===== src/rtl/core_pkg.sv =====
// rtl/core_pkg.sv - shared core types: write-request struct, arbiter state, XLEN
package core_pkg;

  localparam int XLEN = 32;

  // Register-file write request; rd is the destination register.
  typedef struct packed {
    logic            valid;
    logic [XLEN-1:0] pc;
    logic [4:0]      rd;
    logic [XLEN-1:0] data;
  } wb_req_t;

  typedef enum logic {
    MEM_PRI  = 1'b0,
    MD_FORCE = 1'b1
  } arb_state_t;

endpackage


===== src/rtl/retire_counter.sv =====
// rtl/retire_counter.sv - 64-bit enable-increment counter, also used for CSR instret
module retire_counter (
  input  logic        clk,
  input  logic        reset_n,
  input  logic        en,
  output logic [63:0] count
);

  // Wraps from all-ones to zero.
  always_ff @(posedge clk or negedge reset_n) begin
    if (!reset_n) begin
      count <= '0;
    end else if (en) begin
      count <= count + 64'd1;
    end
  end

endmodule


===== src/rtl/wb_arbiter.sv =====
// rtl/wb_arbiter.sv - register-file write-port arbiter, mem vs mul/div; WB_STARVE_GUARD_EN enables md anti-starvation
module wb_arbiter
  import core_pkg::*;
#(
  parameter int unsigned STARVE_LIMIT = 4
) (
  input  logic            clk,
  input  logic            reset_n,
  input  logic            mem_valid,
  input  logic [XLEN-1:0] mem_pc,
  input  logic [4:0]      mem_reg,
  input  logic [XLEN-1:0] mem_data,
  output logic            mem_stall,
  input  logic            md_valid,
  input  logic [XLEN-1:0] md_pc,
  input  logic [4:0]      md_reg,
  input  logic [XLEN-1:0] md_data,
  output logic            md_stall,
  output logic [4:0]      wreg,
  output logic [XLEN-1:0] wdata,
  output logic            wen,
  output logic            retire_valid,
  output logic [XLEN-1:0] retire_pc,
  output logic [63:0]     retire_count
);

  wb_req_t mem_req;
  wb_req_t md_req;
  wb_req_t win;
  logic    mem_acc;
  logic    md_acc;
  logic    acc;

  assign mem_req = '{valid: mem_valid, pc: mem_pc, rd: mem_reg, data: mem_data};
  assign md_req  = '{valid: md_valid, pc: md_pc, rd: md_reg, data: md_data};

`ifdef WB_STARVE_GUARD_EN
  localparam logic [3:0] LIMIT = 4'(STARVE_LIMIT);

  arb_state_t state;
  logic [3:0] starve_cnt;

  always_comb begin
    mem_stall = mem_req.valid & md_req.valid & (state == MD_FORCE);
    md_stall  = md_req.valid & mem_req.valid & (state == MEM_PRI);
  end

  // Enter MD_FORCE on the edge where the stalled count reaches LIMIT, so md
  // wins on cycle LIMIT+1. MD_FORCE lasts one cycle: md either wins or left.
  always_ff @(posedge clk or negedge reset_n) begin
    if (!reset_n) begin
      state      <= MEM_PRI;
      starve_cnt <= '0;
    end else begin
      case (state)
        MEM_PRI: begin
          if (md_stall) begin
            if (starve_cnt != 4'hF) starve_cnt <= starve_cnt + 4'd1;
            if (({1'b0, starve_cnt} + 5'd1) >= {1'b0, LIMIT}) state <= MD_FORCE;
          end else begin
            starve_cnt <= '0;
          end
        end
        default: begin
          state      <= MEM_PRI;
          starve_cnt <= '0;
        end
      endcase
    end
  end
`else
  logic unused_cfg;
  assign unused_cfg = |4'(STARVE_LIMIT);

  always_comb begin
    mem_stall = 1'b0;
    md_stall  = md_req.valid & mem_req.valid;
  end
`endif

  assign mem_acc = mem_req.valid & ~mem_stall;
  assign md_acc  = md_req.valid & ~md_stall;
  assign acc     = mem_acc | md_acc;
  assign win     = mem_acc ? mem_req : md_req;

  always_ff @(posedge clk or negedge reset_n) begin
    if (!reset_n) begin
      wreg         <= '0;
      wdata        <= '0;
      wen          <= 1'b0;
      retire_valid <= 1'b0;
      retire_pc    <= '0;
    end else if (acc) begin
      wreg         <= win.rd;
      wdata        <= win.data;
      wen          <= (win.rd != 5'd0);
      retire_valid <= 1'b1;
      retire_pc    <= win.pc;
    end else begin
      wen          <= 1'b0;
      retire_valid <= 1'b0;
    end
  end

  retire_counter u_retire (
    .clk     (clk),
    .reset_n (reset_n),
    .en      (acc),
    .count   (retire_count)
  );

endmodule

===== config.mk =====
export PLATFORM = sky130hd
export DESIGN_NAME = wb_arbiter
export DESIGN_NICKNAME = d
export VERILOG_FILES = /design/src/rtl/core_pkg.sv /design/src/rtl/retire_counter.sv /design/src/rtl/wb_arbiter.sv
export SDC_FILE = /design/constraint.sdc
export NUM_CORES = 1
export LEC_CHECK = 0
export BUFFER_PORTS_ARGS = -buffer_cell sky130_fd_sc_hd__buf_4
export CAP_MARGIN = 5
export CORE_MARGIN = 3
export CORE_UTILIZATION = 46
export CTS_CLUSTER_DIAMETER = 150
export DETAILED_ROUTE_END_ITERATION = 16
export PLACE_DENSITY_LB_ADDON = 0.1
export SETUP_SLACK_MARGIN = 0.5
export SLEW_MARGIN = 40
export SYNTH_ARGS = -nofsm -noshare
export SYNTH_HDL_FRONTEND = slang
export SYNTH_SLANG_ARGS = --single-unit

===== constraint.sdc =====
create_clock -name clk -period 3.1 [get_ports clk]
set_input_delay 0.62 -clock clk [delete_from_list [all_inputs] [get_ports clk]]
set_output_delay 0.62 -clock clk [all_outputs]
set_load 0.02 [all_outputs]

==> reports/metrics.json <==
{
  "finish.utilization": {"value": 70.74, "unit": "%"},
  "synth.avg_cell_area": {"value": 10.46, "unit": "sq um"},
  "synthCells": {"value": 593},
  "final_hold_viol_count": {"value": 0},
  "synth_enable_flop_cells": {"value": 0},
  "peak_freq": {"value": 0.3954, "unit": "GHz"},
  "synth_top_family_by_area": {"value": "simple AND/OR/NAND/NOR gates"},
  "final-max-slew-violation-count": {"value": 0},
  "routability_congestion_estimate_from_global_placement": {"value": 0.8605},
  "cpPeakStageDelay": {"value": 0.59, "unit": "ns"},
  "clock_latency": {"value": 0.41, "unit": "ns"},
  "clk_tree_root_cell": {"value": "clkbuf_16"},
  "initial_utilization": {"value": 48.00, "unit": "%"},
  "p_leak": {"value": 4.623, "unit": "nW"},
  "timing.critical_path.to_type": {"value": "flip-flop"},
  "yosys.cell_types.count": {"value": 33},
  "detailedPlace.worstSlack": {"value": 0.5138, "unit": "ns"},
  "number_of_nets_still_failing_antenna_checks_after_routing": {"value": 0},
  "grt_setup_unrepaired": {"value": "false"},
  "crit_path_cell_trace": {"value": "nand4_1 > or4_4 > or4_4 > or4_4 > xnor2_2"},
  "cp_data_required_time": {"value": 3.40, "unit": "ns"},
  "startpoint_type": {"value": "flip-flop"},
  "run_status": {"value": "finished, final reports clean"},
  "yosys_most_used_dff": {"value": "dfrtp_1"},
  "drt_first_pass_iters": {"value": 6},
  "cts.hold.buffers_added": {"value": 0},
  "postRouteWirelength": {"value": 18.19, "unit": "mm"},
  "clk_path_buf_depth": {"value": 2},
  "cellPowerDensity": {"value": 540.3, "unit": "nW/um^2"},
  "postSynth.asyncResetShare": {"value": 100.0, "unit": "%"},
  "coreArea": {"value": 12930, "unit": "sq um"},
  "synth_area": {"value": 6205, "unit": "sq um"},
  "cts.sinks": {"value": 135},
  "total_power": {"value": 4.941, "unit": "mW"},
  "irDropWorstVdd": {"value": 0.5053, "unit": "mV"},
  "die_h": {"value": 122.1, "unit": "microns"},
  "layout_setup_ws": {"value": 0.5711, "unit": "ns"},
  "critPathMostFrequentCell": {"value": "or4_4"},
  "fp.dieArea": {"value": 14920, "unit": "sq um"},
  "cts.reportedPaths.clkPinSlew": {"value": 0.06, "unit": "ns"},
  "floorplan.io_pins": {"value": 279},
  "postSynthNetCount": {"value": 736},
  "detailed_place.area": {"value": 8472, "unit": "sq um"},
  "finish.net_count": {"value": 1015},
  "synth.top_cell.area_share": {"value": 54.45, "unit": "%"},
  "yosys-mux-area-fraction": {"value": 10.97, "unit": "%"},
  "cts_tree": {"value": "built"},
  "final_standard_cell_area_without_fillers": {"value": 9145, "unit": "sq um"},
  "fin_crit": {"value": 2.529, "unit": "ns"},
  "kind_of_critical_path": {"value": "reg -> reg"},
  "skew": {"value": 0.008534, "unit": "ns"},
  "drt-initial-drc-count": {"value": 352},
  "yosys_register_bits": {"value": 135},
  "hold_path_class": {"value": "in -> async"},
  "synth_common_cells": {"value": "135 x dfrtp_1, 100 x nand2_1, 68 x mux2i_1, 68 x o21ai_0, 38 x xnor2_1"},
  "clock_tree.htree_level_count": {"value": 4},
  "post_synth_main_area_contributors": {"value": "dfrtp_1 54%, mux2i_1 11%, nand2_1 6.0%, o21ai_0 5.5%, xnor2_1 5.4%"},
  "antenna_cells": {"value": 0},
  "cp.arrival": {"value": 2.83, "unit": "ns"},
  "num_rows": {"value": 41},
  "wl_per_cell": {"value": 17.21, "unit": "microns"},
  "synthDominantAreaCellType": {"value": "dfrtp_1"},
  "layout-drive-gt1-share": {"value": 38.76, "unit": "%"},
  "remaining_drc_errors": {"value": 0},
  "syn2layout_area_growth": {"value": 47.39, "unit": "%"},
  "post-synth-top-count-cell": {"value": "dfrtp_1"},
  "grt_remaining_overflow": {"value": 0},
  "first_global_vias": {"value": 5481},
  "detailed_place_hpwl": {"value": 13.54, "unit": "mm"},
  "report.final.setup_viol": {"value": 0},
  "port_buffers": {"value": 277},
  "synth_simple_gate_area_share": {"value": 16.82, "unit": "%"},
  "timing.critical_path.slowest_stage_cell": {"value": "or4_4"},
  "maximum_number_of_pins_on_one_net_before_global_route_repair": {"value": 140},
  "timing_worst_slew_pin_value": {"value": 0.7173, "unit": "ns"},
  "yosys.area_share.xor_xnor": {"value": 9.014, "unit": "%"},
  "global_route_wire_length_before_repair": {"value": 28.31, "unit": "mm"},
  "yosysWarningCount": {"value": 0},
  "routed_vias": {"value": 5494},
  "die_width": {"value": 122.1, "unit": "microns"},
  "total_routing_resource_utilization_after_global_routing": {"value": 24.57, "unit": "%"},
  "max_fanout_on_critical_path": {"value": 7},
  "worst_slew_margin_rel": {"value": 52.18, "unit": "%"},
  "antenna_found_initial": {"value": 0},
  "drv.max_cap_violation_count": {"value": 0},
  "synth_adder_area_share": {"value": 0.2017, "unit": "%"},
  "cts_inserted_buffers": {"value": 17},
  "synth_seq_area_share": {"value": 54.45, "unit": "%"},
  "finalSetupTns": {"value": 0, "unit": "ns"},
  "detail_route.vias_per_cell": {"value": 5.198},
  "finalCritPeriodShare": {"value": 81.58, "unit": "%"},
  "synth-compound-area-share": {"value": 5.727, "unit": "%"}
}
## sequential cells by signal (all words and copies together), names as in the netlist
register / cells
retire_pc: 32
retire_valid: 1
u_retire.count: 64
wdata: 32
wen: 1
wreg: 5
## cells by family (layout without fill, tap and decap cells)
group | after synthesis | in the layout
buf+inv | 42 | 334
xor+xnor | 63 | 63
flops | 135 | 135
compound gates | 70 | 70
mux | 68 | 68
simple gates | 213 | 213
other cells | 1 | 1
fa+ha+maj | 1 | 1
## layer usage
layer | vias to the layer above | track usage [%] | part of all wire (%)
met1 | 2610 | 30.58 | 40
met4 | 0 | 11.48 | 3.5
met2 | 243 | 40.02 | 48
met5 | - | 0 | 0
met3 | 38 | 6.639 | 7.6
li1 | 2603 | - | -
## stage by stage
stage / instances / hold slack [ns]
after CTS: 1052 / 0.2492
after detailed placement: 1020 / 0.4675
after floorplan: 593 / 0.3244
after global routing: 1057 / 0.2758
after global placement: 1020 / 0.4624
final: 1057 / 0.2412
## placed cells by master, fill, tap and decap left out
master      instances
buf_4             285
dfrtp_1           123
nand2_1           100
mux2i_1            68
o21ai_0            68
xnor2_1            38
nand3_1            25
xor2_1             24
nor2_1             17
nand4_1            17
clkbuf_16          17
nor4_1             12
nor3_1             12
inv_1              12
dfrtp_2            12
and4_1              7
clkinv_2            5
and3_1              5
or4_4               5
clkinvlp_4          4
clkbuf_8            4
and2_1              3
or4_1               3
bufinv_16           3
nor2b_1             2
a211oi_1            2
buf_6               2
nand4_4             1
nor4bb_1            1
nor3b_1             1
or2_2               1
xnor2_2             1
and4_2              1
ha_1                1
conb_1              1
inv_6               1
buf_12              1
## power breakdown
group	switching [mW]	total, mW	internal (mW)
Clock	0.746	2.07	1.32
Combinational	0.446	0.852	0.407
Sequential	0.120	2.02	1.90
Total	1.31	4.94	3.63
## repair_timing
action,4_1_cts,5_1_grt
pin swaps,0,2
resized for setup,1,4
setup buffers,0,5
endpoints found under the setup margin,2,6
## critical path: cells and delay by family, from the launching register on
| family | cells | cell delay [ns] |
|---|---|---|
| xor gates and xnor gates | 1 | 0.14 |
| and+or+nand+nor | 4 | 1.86 |
| DFF | 1 | 0.41 |
## final cells by class
| cell class | count | area, sq um |
|---|---|---|
| clock buffers | 20 | 466.7 |
| clock inverters | 12 | 148.9 |
| fillers | 991 | 3782 |
| inverters | 13 | 50.05 |
| multi-input cells | 416 | 2675 |
| flip-flops and latches | 135 | 3393 |
| well taps | 172 | 215.2 |
| repair buffers | 289 | 2196 |
## path summary, 6_finish.rpt
kind | slack (ns) | from | depth (start not counted) | to
setup / recovery | 0.57 | u_retire.count[18]$_DFFE_PN0P_ | 5 | u_retire.count[34]$_DFFE_PN0P_
max in group asynchronous | 2.09 | reset_n | 2 | u_retire.count[10]$_DFFE_PN0P_
min in group clk | 0.41 | mem_data[8] | 3 | wdata[8]$_DFFE_PN0P_
hold / removal | 0.24 | reset_n | 1 | retire_pc[16]$_DFFE_PN0P_
hold reg to reg | 0.47 | u_retire.count[63]$_DFFE_PN0P_ | 1 | u_retire.count[63]$_DFFE_PN0P_
setup reg to reg | 0.57 | u_retire.count[18]$_DFFE_PN0P_ | 5 | u_retire.count[34]$_DFFE_PN0P_
Power figures use the tool's default switching activity.
